## config.mk

```make
export PLATFORM = sky130hd
export DESIGN_NAME = result_readout
export DESIGN_NICKNAME = d
export VERILOG_FILES = /design/src/rtl/readout_pkg.sv /design/src/rtl/result_readout_serial_bit_timer.sv /design/src/rtl/result_readout.sv
export SDC_FILE = /design/constraint.sdc
export NUM_CORES = 1
export LEC_CHECK = 0
export CAP_MARGIN = 10
export CELL_PAD_IN_SITES_DETAIL_PLACEMENT = 0
export CELL_PAD_IN_SITES_GLOBAL_PLACEMENT = 1
export CORE_MARGIN = 10
export CORE_UTILIZATION = 25
export DETAILED_ROUTE_END_ITERATION = 10
export DONT_BUFFER_PORTS = 1
export PLACE_DENSITY = 0.51
export SYNTH_ARGS = -nofsm -noshare
export SYNTH_HDL_FRONTEND = slang
export SYNTH_HIERARCHICAL = 1
export SYNTH_SLANG_ARGS = --single-unit
export TNS_END_PERCENT = 20
```

## constraint.sdc

```tcl
create_clock -name CLK -period 1.85 [get_ports CLK]
set_input_delay 0.185 -clock CLK [delete_from_list [all_inputs] [get_ports CLK]]
set_output_delay 0.185 -clock CLK [all_outputs]
set_load 0.02 [all_outputs]
```

## src/rtl/readout_pkg.sv

```systemverilog
// ============================================================================
// Module : readout_pkg
// Brief  : Shared state encoding and sizing helper for result_readout.
// Rev    : 1.0
// ============================================================================
`default_nettype none

package readout_pkg;

  typedef enum logic [1:0] {
    IDLE     = 2'd0,
    SHIFT    = 2'd1,
    FIN      = 2'd2,
    WAIT_LOW = 2'd3
  } state_t;

  // Wide enough to hold DATA_W, which covers NBITS-1 with the parity bit.
  function automatic int bitcnt_width(input int data_w);
    return $clog2(data_w + 1);
  endfunction

endpackage

`default_nettype wire

```

## src/rtl/result_readout_serial_bit_timer.sv

```systemverilog
// ============================================================================
// Module : serial_bit_timer
// Brief  : Per-bit divider; flags the end of each bit period and the SCLK
//          phase that will hold after the coming clock edge.
// Rev    : 1.0
// ============================================================================
`default_nettype none

module serial_bit_timer #(
  parameter int DIV = 4
) (
  input  logic clk,
  input  logic rst,
  input  logic i_en,
  input  logic i_clr,
  output logic o_bit_end,
  output logic o_sclk_phase
);

  localparam int              CW     = $clog2(DIV);
  localparam logic [CW-1:0]   c_LAST = CW'(DIV - 1);
  localparam logic [CW-1:0]   c_HALF = CW'(DIV / 2);

  logic [CW-1:0] r_cnt;
  logic [CW-1:0] w_cnt_nxt;
  logic          w_wrap;

  always_comb begin
    w_wrap    = i_en && (r_cnt == c_LAST);
    w_cnt_nxt = r_cnt;
    if (i_clr || w_wrap) begin
      w_cnt_nxt = '0;
    end else if (i_en) begin
      w_cnt_nxt = r_cnt + 1'b1;
    end
  end

  assign o_bit_end    = w_wrap;
  assign o_sclk_phase = (w_cnt_nxt >= c_HALF);

  always_ff @(posedge clk) begin
    if (rst) begin
      r_cnt <= '0;
    end else begin
      r_cnt <= w_cnt_nxt;
    end
  end

endmodule

`default_nettype wire

```

## src/rtl/result_readout.sv

```systemverilog
// ============================================================================
// Module : result_readout
// Brief  : Captures the pipeline result on an OUT_STROBE rise and shifts it
//          out MSB-first with FRAME/SCLK; pulses DONE at frame end.
//          Optional macro READOUT_PARITY_EN appends an even-parity bit.
// Rev    : 1.0
// ============================================================================
`default_nettype none

module result_readout
  import readout_pkg::*;
#(
  parameter int DATA_W = 16,
  parameter int DIV    = 4
) (
  input  logic              CLK,
  input  logic              RST,
  input  logic              OUT_STROBE,
  input  logic [DATA_W-1:0] DATA_IN,
  output logic              BUSY,
  output logic              FRAME,
  output logic              SDO,
  output logic              SCLK,
  output logic              DONE
);

`ifdef READOUT_PARITY_EN
  localparam int NBITS = DATA_W + 1;
`else
  localparam int NBITS = DATA_W;
`endif
  localparam int            BW         = bitcnt_width(DATA_W);
  localparam logic [BW-1:0] c_BIT_LAST = BW'(NBITS - 1);

  state_t           r_state;
  state_t           w_state_nxt;
  logic             r_strobe_q;
  logic [NBITS-1:0] r_shreg;
  logic [BW-1:0]    r_bitcnt;
  logic [NBITS-1:0] w_load;
  logic             w_rise;
  logic             w_capture;
  logic             w_bit_end;
  logic             w_sclk_phase;
  logic             w_last;

`ifdef READOUT_PARITY_EN
  assign w_load = {DATA_IN, ^DATA_IN};
`else
  assign w_load = DATA_IN;
`endif

  assign w_rise    = OUT_STROBE && !r_strobe_q;
  assign w_capture = (r_state == IDLE) && w_rise;
  assign w_last    = w_bit_end && (r_bitcnt == '0);

  serial_bit_timer #(
    .DIV (DIV)
  ) u_timer (
    .clk          (CLK),
    .rst          (RST),
    .i_en         (r_state == SHIFT),
    .i_clr        (w_capture),
    .o_bit_end    (w_bit_end),
    .o_sclk_phase (w_sclk_phase)
  );

  always_ff @(posedge CLK) begin
    if (RST) begin
      r_state <= IDLE;
    end else begin
      r_state <= w_state_nxt;
    end
  end

  always_comb begin
    w_state_nxt = r_state;
    case (r_state)
      IDLE:     if (w_rise)      w_state_nxt = SHIFT;
      SHIFT:    if (w_last)      w_state_nxt = FIN;
      FIN:      w_state_nxt = OUT_STROBE ? WAIT_LOW : IDLE;
      WAIT_LOW: if (!OUT_STROBE) w_state_nxt = IDLE;
      default:  w_state_nxt = IDLE;
    endcase
  end

  // Outputs are decoded from the next state so they line up with it.
  always_ff @(posedge CLK) begin
    if (RST) begin
      r_strobe_q <= 1'b1;
      r_shreg    <= '0;
      r_bitcnt   <= '0;
      BUSY       <= 1'b0;
      FRAME      <= 1'b0;
      SDO        <= 1'b0;
      SCLK       <= 1'b0;
      DONE       <= 1'b0;
    end else begin
      r_strobe_q <= OUT_STROBE;
      BUSY       <= (w_state_nxt == SHIFT) || (w_state_nxt == FIN);
      FRAME      <= (w_state_nxt == SHIFT);
      DONE       <= (w_state_nxt == FIN);
      SCLK       <= (r_state == SHIFT) && (w_state_nxt == SHIFT) && w_sclk_phase;
      if (w_capture) begin
        r_shreg  <= w_load;
        r_bitcnt <= c_BIT_LAST;
        SDO      <= w_load[NBITS-1];
      end else if (w_bit_end) begin
        r_shreg <= {r_shreg[NBITS-2:0], 1'b0};
        SDO     <= w_last ? 1'b0 : r_shreg[NBITS-2];
        if (!w_last) begin
          r_bitcnt <= r_bitcnt - 1'b1;
        end
      end
    end
  end

endmodule

`default_nettype wire

```

==> impl_metrics.py, run 1 <==
metrics = {
    "placement": {
        "place_ws_ps": -33.3,
        "place_inst": 213,
        "port_buffers": 0,
        "gp_congestion": 0.796,
        "placed_area_um2": 1480,
        "dp_hpwl_um": 2170,
    },
    "sta": {
        "max_freq_mhz": 545,
        "hold_ws_ps": 32.6,
        "finalSetupViolCount": 0,
        "max_slew_margin": 0.749,
        "tightestPinTransition_ps": 377,
        "finalHoldViolCount": 0,
        "timing.final.crit_period_ps": 1840,
        "setup_ws_ps": 14.2,
        "period_share": 0.992,
        "skew_ps": 5.38,
        "finalMaxSlewViolations": 0,
        "rsz0062_at_grt": "yes",
    },
    "clock_network": {
        "clk_pin_slew_ps": 60,
        "cts_buffers": 5,
        "cts_tree": "done",
        "cts_root_buffer": "clkbuf_8",
        "clock_latency_ps": 280,
        "clockBufferDepth": 2,
        "htree_levels": 2,
        "clock_sinks": 30,
    },
    "routing": {
        "vias": 1071,
        "drt_iter0_markers": 58,
        "post_drt_wl_per_cell_um": 14.2,
        "drt_pass1_iterations": 4,
        "drc": 0,
        "drt_wl_total_um": 3200,
        "ant_nets": 0,
        "vias_per_cell": 4.74,
    },
    "final_layout": {
        "stdcell_area_um2": 1700,
        "fin_util": 0.326,
        "layout.nets": 179,
        "diodes": 0,
        "fill_cells": 567,
        "final_common_cell": "dfxtp_1",
        "instances_no_fill": 226,
        "syn_to_final_growth_pct": 24.2,
        "drive_above_1_share": 0.244,
        "layout_common_cells": "28 x dfxtp_1, 19 x nor2_1, 17 x a211oi_1",
    },
    "yosys": {
        "avgSynthCellArea_um2": 9.68,
        "ys_ff_latch": 30,
        "synth.area.top_cells": "dfxtp_1 44%, mux2i_1 11%, a211oi_1 9.3%, nor2_1 5.2%, ha_1 4.6%",
        "syn_inst": 141,
        "async_flop_share": 0,
        "synth_top_area_frac": 0.440,
        "synth.largest_area_cell": "dfxtp_1",
        "seq_area_frac_synth": 0.440,
        "syn_nets": 165,
        "yosys_warnings": 6,
        "synth_flop_cell": "dfxtp_1",
        "yosys.cell_types.count": 35,
        "synth-edff-count": 0,
        "syn_area_um2": 1370,
    },
    "critical_path": {
        "crit_type": "reg -> reg",
        "critPathMaxFanout": 4,
        "cp.arrival_ps": 2010,
        "end_kind": "flip-flop",
        "worstSetupStartpointType": "flip-flop",
        "required_ps": 2030,
    },
    "pwr": {
        "peakVddDrop_mv": 0.404,
        "power.density_nw_per_um2": 818,
        "p_leak_uw": 0.000591,
    },
    "floorplan": {
        "dieArea_um2": 8820,
        "rows": 26,
        "die_w_um": 93.9,
        "dieHeight_um": 93.9,
        "core_area_um2": 5200,
        "start_util": 0.262,
        "io_pins": 24,
    },
    "global_route": {
        "grt_pass1_wl_um": 5260,
        "antenna_found_initial": 0,
        "grt_use_total": 0.0762,
        "grt_max_degree": 29,
        "grt_pass1_vias": 1122,
        "grt_remaining_overflow": 0,
    },
    "status": {
        "status": "finished, final reports clean",
    },
    "hold_path": {
        "min_path_type": "in -> reg",
    },
    "job": {
        "cap_violations": 0,
    },
}
## Yosys cell counts (all sizes together), types with 2 or more instances
cell     n
clkbuf   3
mux2i   15
nor2b    3
nand3    4
inv      4
and3     2
or4b     3
nand2b   2
a211oi  18
dfxtp   30
buf      6
nand2    3
a21oi    7
nor2    19
o21ai    2
a31oi    2
ha       5
## path summary, 6_finish.rpt
kind / from / to / slack (ps) / depth (start not counted)
setup / recovery: r_bitcnt[0]$_SDFFE_PP0P_ / SCLK$_SDFF_PP0_ / 10 / 8
hold / removal: DATA_IN[0] / r_shreg[0]$_SDFFE_PP0P_ / 30 / 2
setup reg to reg: r_bitcnt[0]$_SDFFE_PP0P_ / SCLK$_SDFF_PP0_ / 10 / 8
hold reg to reg: r_shreg[14]$_SDFFE_PP0P_ / SDO$_SDFFE_PP0P_ / 480 / 2
## sequential cells by signal, indices dropped and copies added (netlist names), 2 cells and up
signal / count
r_shreg: 15
r_state: 2
u_timer/r_cnt: 2
r_bitcnt: 5
## power by group
group          internal [µW]  switching [µW]  leakage [µW]
Combinational           76.5            71.7      0.000297
Clock                    299             240     0.0000482
Sequential               676            22.7      0.000246
Total                   1050             335      0.000591
## kinds of logic after synthesis
group,count (synthesis),share of synthesized area
buffers and inverters,14,0.0550
AOI/OAI and AO/OA,31,0.162
DFF,30,0.440
and+or+nand+nor,46,0.187
adders and majority gates,5,0.0458
muxes,15,0.110
## per-stage QoR
| step | setup TNS (ps) | total power (µW) |
|---|---|---|
| finish | 0 | 1390 |
| detailed placement | -33.3 | 825 |
| CTS | 0 | 1400 |
| floorplan | 0 | 796 |
| global placement | 0 | 822 |
| global route | -84.4 | 1460 |
## layout make-up
cell class | count | area, µm² | share of cell area
timing repair buffer | 16 | 141 | 0.0834
sequential | 30 | 603 | 0.356
clock inverter | 1 | 5.00 | 0.00295
inverter | 5 | 20.0 | 0.0118
tap | 70 | 87.6 | 0.0517
multi-input combinational | 97 | 752 | 0.444
clock buffer | 7 | 86.3 | 0.0509
## worst max-delay path, stage by stage (launching register included)
cell     delay [ps]
dfxtp_2         330
inv_2            70
ha_4            140
or4b_4          480
o21ai_4         170
nand3_2         100
ha_4            170
nor2b_4         110
and3_4          150
## repair_timing
item	in CTS	in global routing
pin swaps	0	3
resized for setup	4	12
hold buffers	2	1
hold endpoints to repair	28	1
cloned	0	0
buffers inserted	0	2
endpoints found under the setup margin	1	3
## per-layer routing
metal | global-route usage | part of all wire | vias to the layer above
met4 | 0.0354 | 0.012 | 0
li1 | - | - | 538
met2 | 0.118 | 0.45 | 24
met3 | 0.0448 | 0.083 | 5
met1 | 0.0816 | 0.45 | 504
met5 | 0 | 0 | -
Note: power is estimated with default switching activity, not from simulation.
==> run 2, diff against run 1 <==
--- a/config.mk
+++ b/config.mk
@@ -12,7 +12,9 @@
 export CORE_UTILIZATION = 25
 export DETAILED_ROUTE_END_ITERATION = 10
 export DONT_BUFFER_PORTS = 1
+export MAX_ROUTING_LAYER = met4
 export PLACE_DENSITY = 0.51
+export SLEW_MARGIN = 20
 export SYNTH_ARGS = -nofsm -noshare
 export SYNTH_HDL_FRONTEND = slang
 export SYNTH_HIERARCHICAL = 1
==> run 2 against run 1 <==
  * Non-clock buffer count unchanged
  * Core utilization unchanged
  * Total power hardly changed
  * Critical path depth is the same
  * Cell count is the same
==> impl_metrics.py, run 2 (same netlist as run 1, synthesis figures left out) <==
metrics = {
    "floorplan": {
        "rows": 26,
        "die_w_um": 93.9,
        "start_util": 0.262,
        "dieArea_um2": 8820,
        "core_area_um2": 5200,
        "io_pins": 24,
        "dieHeight_um": 93.9,
    },
    "critical_path": {
        "cpMaxStageDelayCell": "or4b_4",
        "worstSetupStartpointType": "flip-flop",
        "end_kind": "flip-flop",
        "cp.arrival_ps": 2010,
        "worstPathCellList": "inv_2, ha_4, or4b_4, o21ai_4, nand3_2, ha_4, nor2b_4, and3_4",
        "slowest_delay_ps": 480,
        "r2r_end": "SCLK$_SDFF_PP0_",
        "crit_type": "reg -> reg",
        "critPathMaxFanout": 4,
        "crit_start": "r_bitcnt[0]$_SDFFE_PP0P_",
        "required_ps": 2030,
        "reg2reg_slack_ps": 10,
        "crit-reg2reg-launch": "r_bitcnt[0]$_SDFFE_PP0P_",
        "crit_top_cell": "ha_4",
        "r2r_cells": 8,
    },
    "sta": {
        "finalHoldViolCount": 0,
        "fin_tns_setup_ps": 0,
        "tightestPinTransition_ps": 377,
        "max_freq_mhz": 545,
        "rsz0062_at_grt": "yes",
        "finalMaxSlewViolations": 0,
        "max_slew_margin": 0.749,
        "timing.final.crit_period_ps": 1840,
        "finalSetupViolCount": 0,
        "skew_ps": 5.52,
        "setup_ws_ps": 14.0,
        "period_share": 0.992,
    },
    "final_layout": {
        "top_register": "r_shreg",
        "diodes": 0,
        "largest_register_ffs": 15,
        "top_regs": "r_shreg: 15 flops, r_bitcnt: 5 flops",
        "fill_cells": 567,
        "syn_to_final_growth_pct": 24.2,
        "drive_above_1_share": 0.244,
        "layout.nets": 179,
        "final_common_cell": "dfxtp_1",
        "layout_common_cells": "28 x dfxtp_1, 19 x nor2_1, 17 x a211oi_1",
        "multiInputGateArea_um2": 752,
        "seqCellArea_um2": 603,
    },
    "routing": {
        "ant_nets": 0,
        "drt_pass1_iterations": 3,
        "drt_wl_total_um": 3200,
        "post_drt_wl_per_cell_um": 14.2,
        "vias_per_cell": 4.75,
        "vias": 1073,
        "drt_iter0_markers": 58,
        "drc": 0,
    },
    "job": {
        "cap_violations": 0,
    },
    "global_route": {
        "grt_pass1_wl_um": 5260,
        "grt_use_total": 0.0784,
        "use_met1": 0.0853,
        "grt_max_degree": 29,
        "busiest_layer": "met2",
        "grt_remaining_overflow": 0,
        "grt_pass1_vias": 1122,
        "antenna_found_initial": 0,
        "globalRouteMet2Util": 0.118,
        "grt_util_met3": 0.0384,
    },
    "pwr": {
        "peakVddDrop_mv": 0.404,
        "p_leak_uw": 0.000591,
        "power.density_nw_per_um2": 818,
    },
    "hold_path": {
        "min_path_type": "in -> reg",
        "min_path_cells": 2,
        "hold_path_end": "r_shreg[0]$_SDFFE_PP0P_",
        "worstHoldStart": "DATA_IN[0]",
    },
    "status": {
        "status": "finished, final reports clean",
    },
    "clock_network": {
        "htree_levels": 2,
        "clockBufferDepth": 2,
        "clock_latency_ps": 280,
        "cts_root_buffer": "clkbuf_8",
        "cts_buffers": 5,
        "clock_sinks": 30,
        "cts_tree": "done",
        "clk_pin_slew_ps": 60,
    },
    "placement": {
        "dp_hpwl_um": 2170,
        "gp_congestion": 0.807,
        "port_buffers": 0,
        "place_ws_ps": -33.3,
    },
}
-- run 2: cell counts in the layout (fill, tap and decap cells not counted) --
No cell type changed its count.
-- run 2: power breakdown --
part	leakage (µW)	internal (µW)	switching, µW
Clock	0.0000482	299	240
Combinational	0.000297	76.5	71.7
Sequential	0.000246	676	22.6
-- run 2: layer usage --
metal | up-vias | wire [µm]
met1 | 506 | 1510
met3 | 5 | 209
li1 | 538 | -
met4 | 0 | 37
met2 | 24 | 1450
met5 | - | 0
-- run 2: final cells by class --
| type | instances | area share |
|---|---|---|
| sequential | 30 | 0.356 |
| inverter | 5 | 0.0118 |
| clock buffer | 7 | 0.0509 |
| multi-input combinational | 97 | 0.444 |
| timing repair buffer | 16 | 0.0834 |
| clock inverter | 1 | 0.00295 |
| tap | 70 | 0.0517 |
-- run 2: stage by stage --
step | hold WS (ps) | std cells | power, µW | cell area, µm² | utilization
4_1_cts | 1.32 | 223 | 1400 | 1620 | 0.311
6_report | 32.6 | 226 | 1390 | 1700 | 0.326
3_3_place_gp | 254 | 213 | 822 | 1480 | 0.285
2_1_floorplan | 250 | 141 | 796 | 1370 | -
3_5_place_dp | 258 | 213 | 825 | 1480 | 0.285
5_1_grt | 51.7 | 226 | 1460 | 1700 | 0.326
-- run 2: what timing repair did --
item	4_1_cts	5_1_grt
pin swaps	0	3
hold buffers	2	1
resized for setup	4	12
cloned	0	0
endpoints found under the setup margin	1	3
hold endpoints to repair	28	1
buffers inserted	0	2
-- run 2: how the worst max path moves through the flow --
stage	end	slack, ps	cells after the start
floorplan	SCLK$_SDFF_PP0_	3	8
global placement	SCLK$_SDFF_PP0_	20	8
detailed placement	SCLK$_SDFF_PP0_	-30	8
CTS	SCLK$_SDFF_PP0_	20	8
global route	SCLK$_SDFF_PP0_	-80	8
finish	SCLK$_SDFF_PP0_	10	8
-- run 2: worst max-delay path, delay by kind of cell (launching register included) --
family                     cells  cell delay (ps)
AOI/OAI and AO/OA              1              170
adders and majority gates      2              310
buffers and inverters          1               70
DFF                            1              330
and+or+nand+nor                4              840
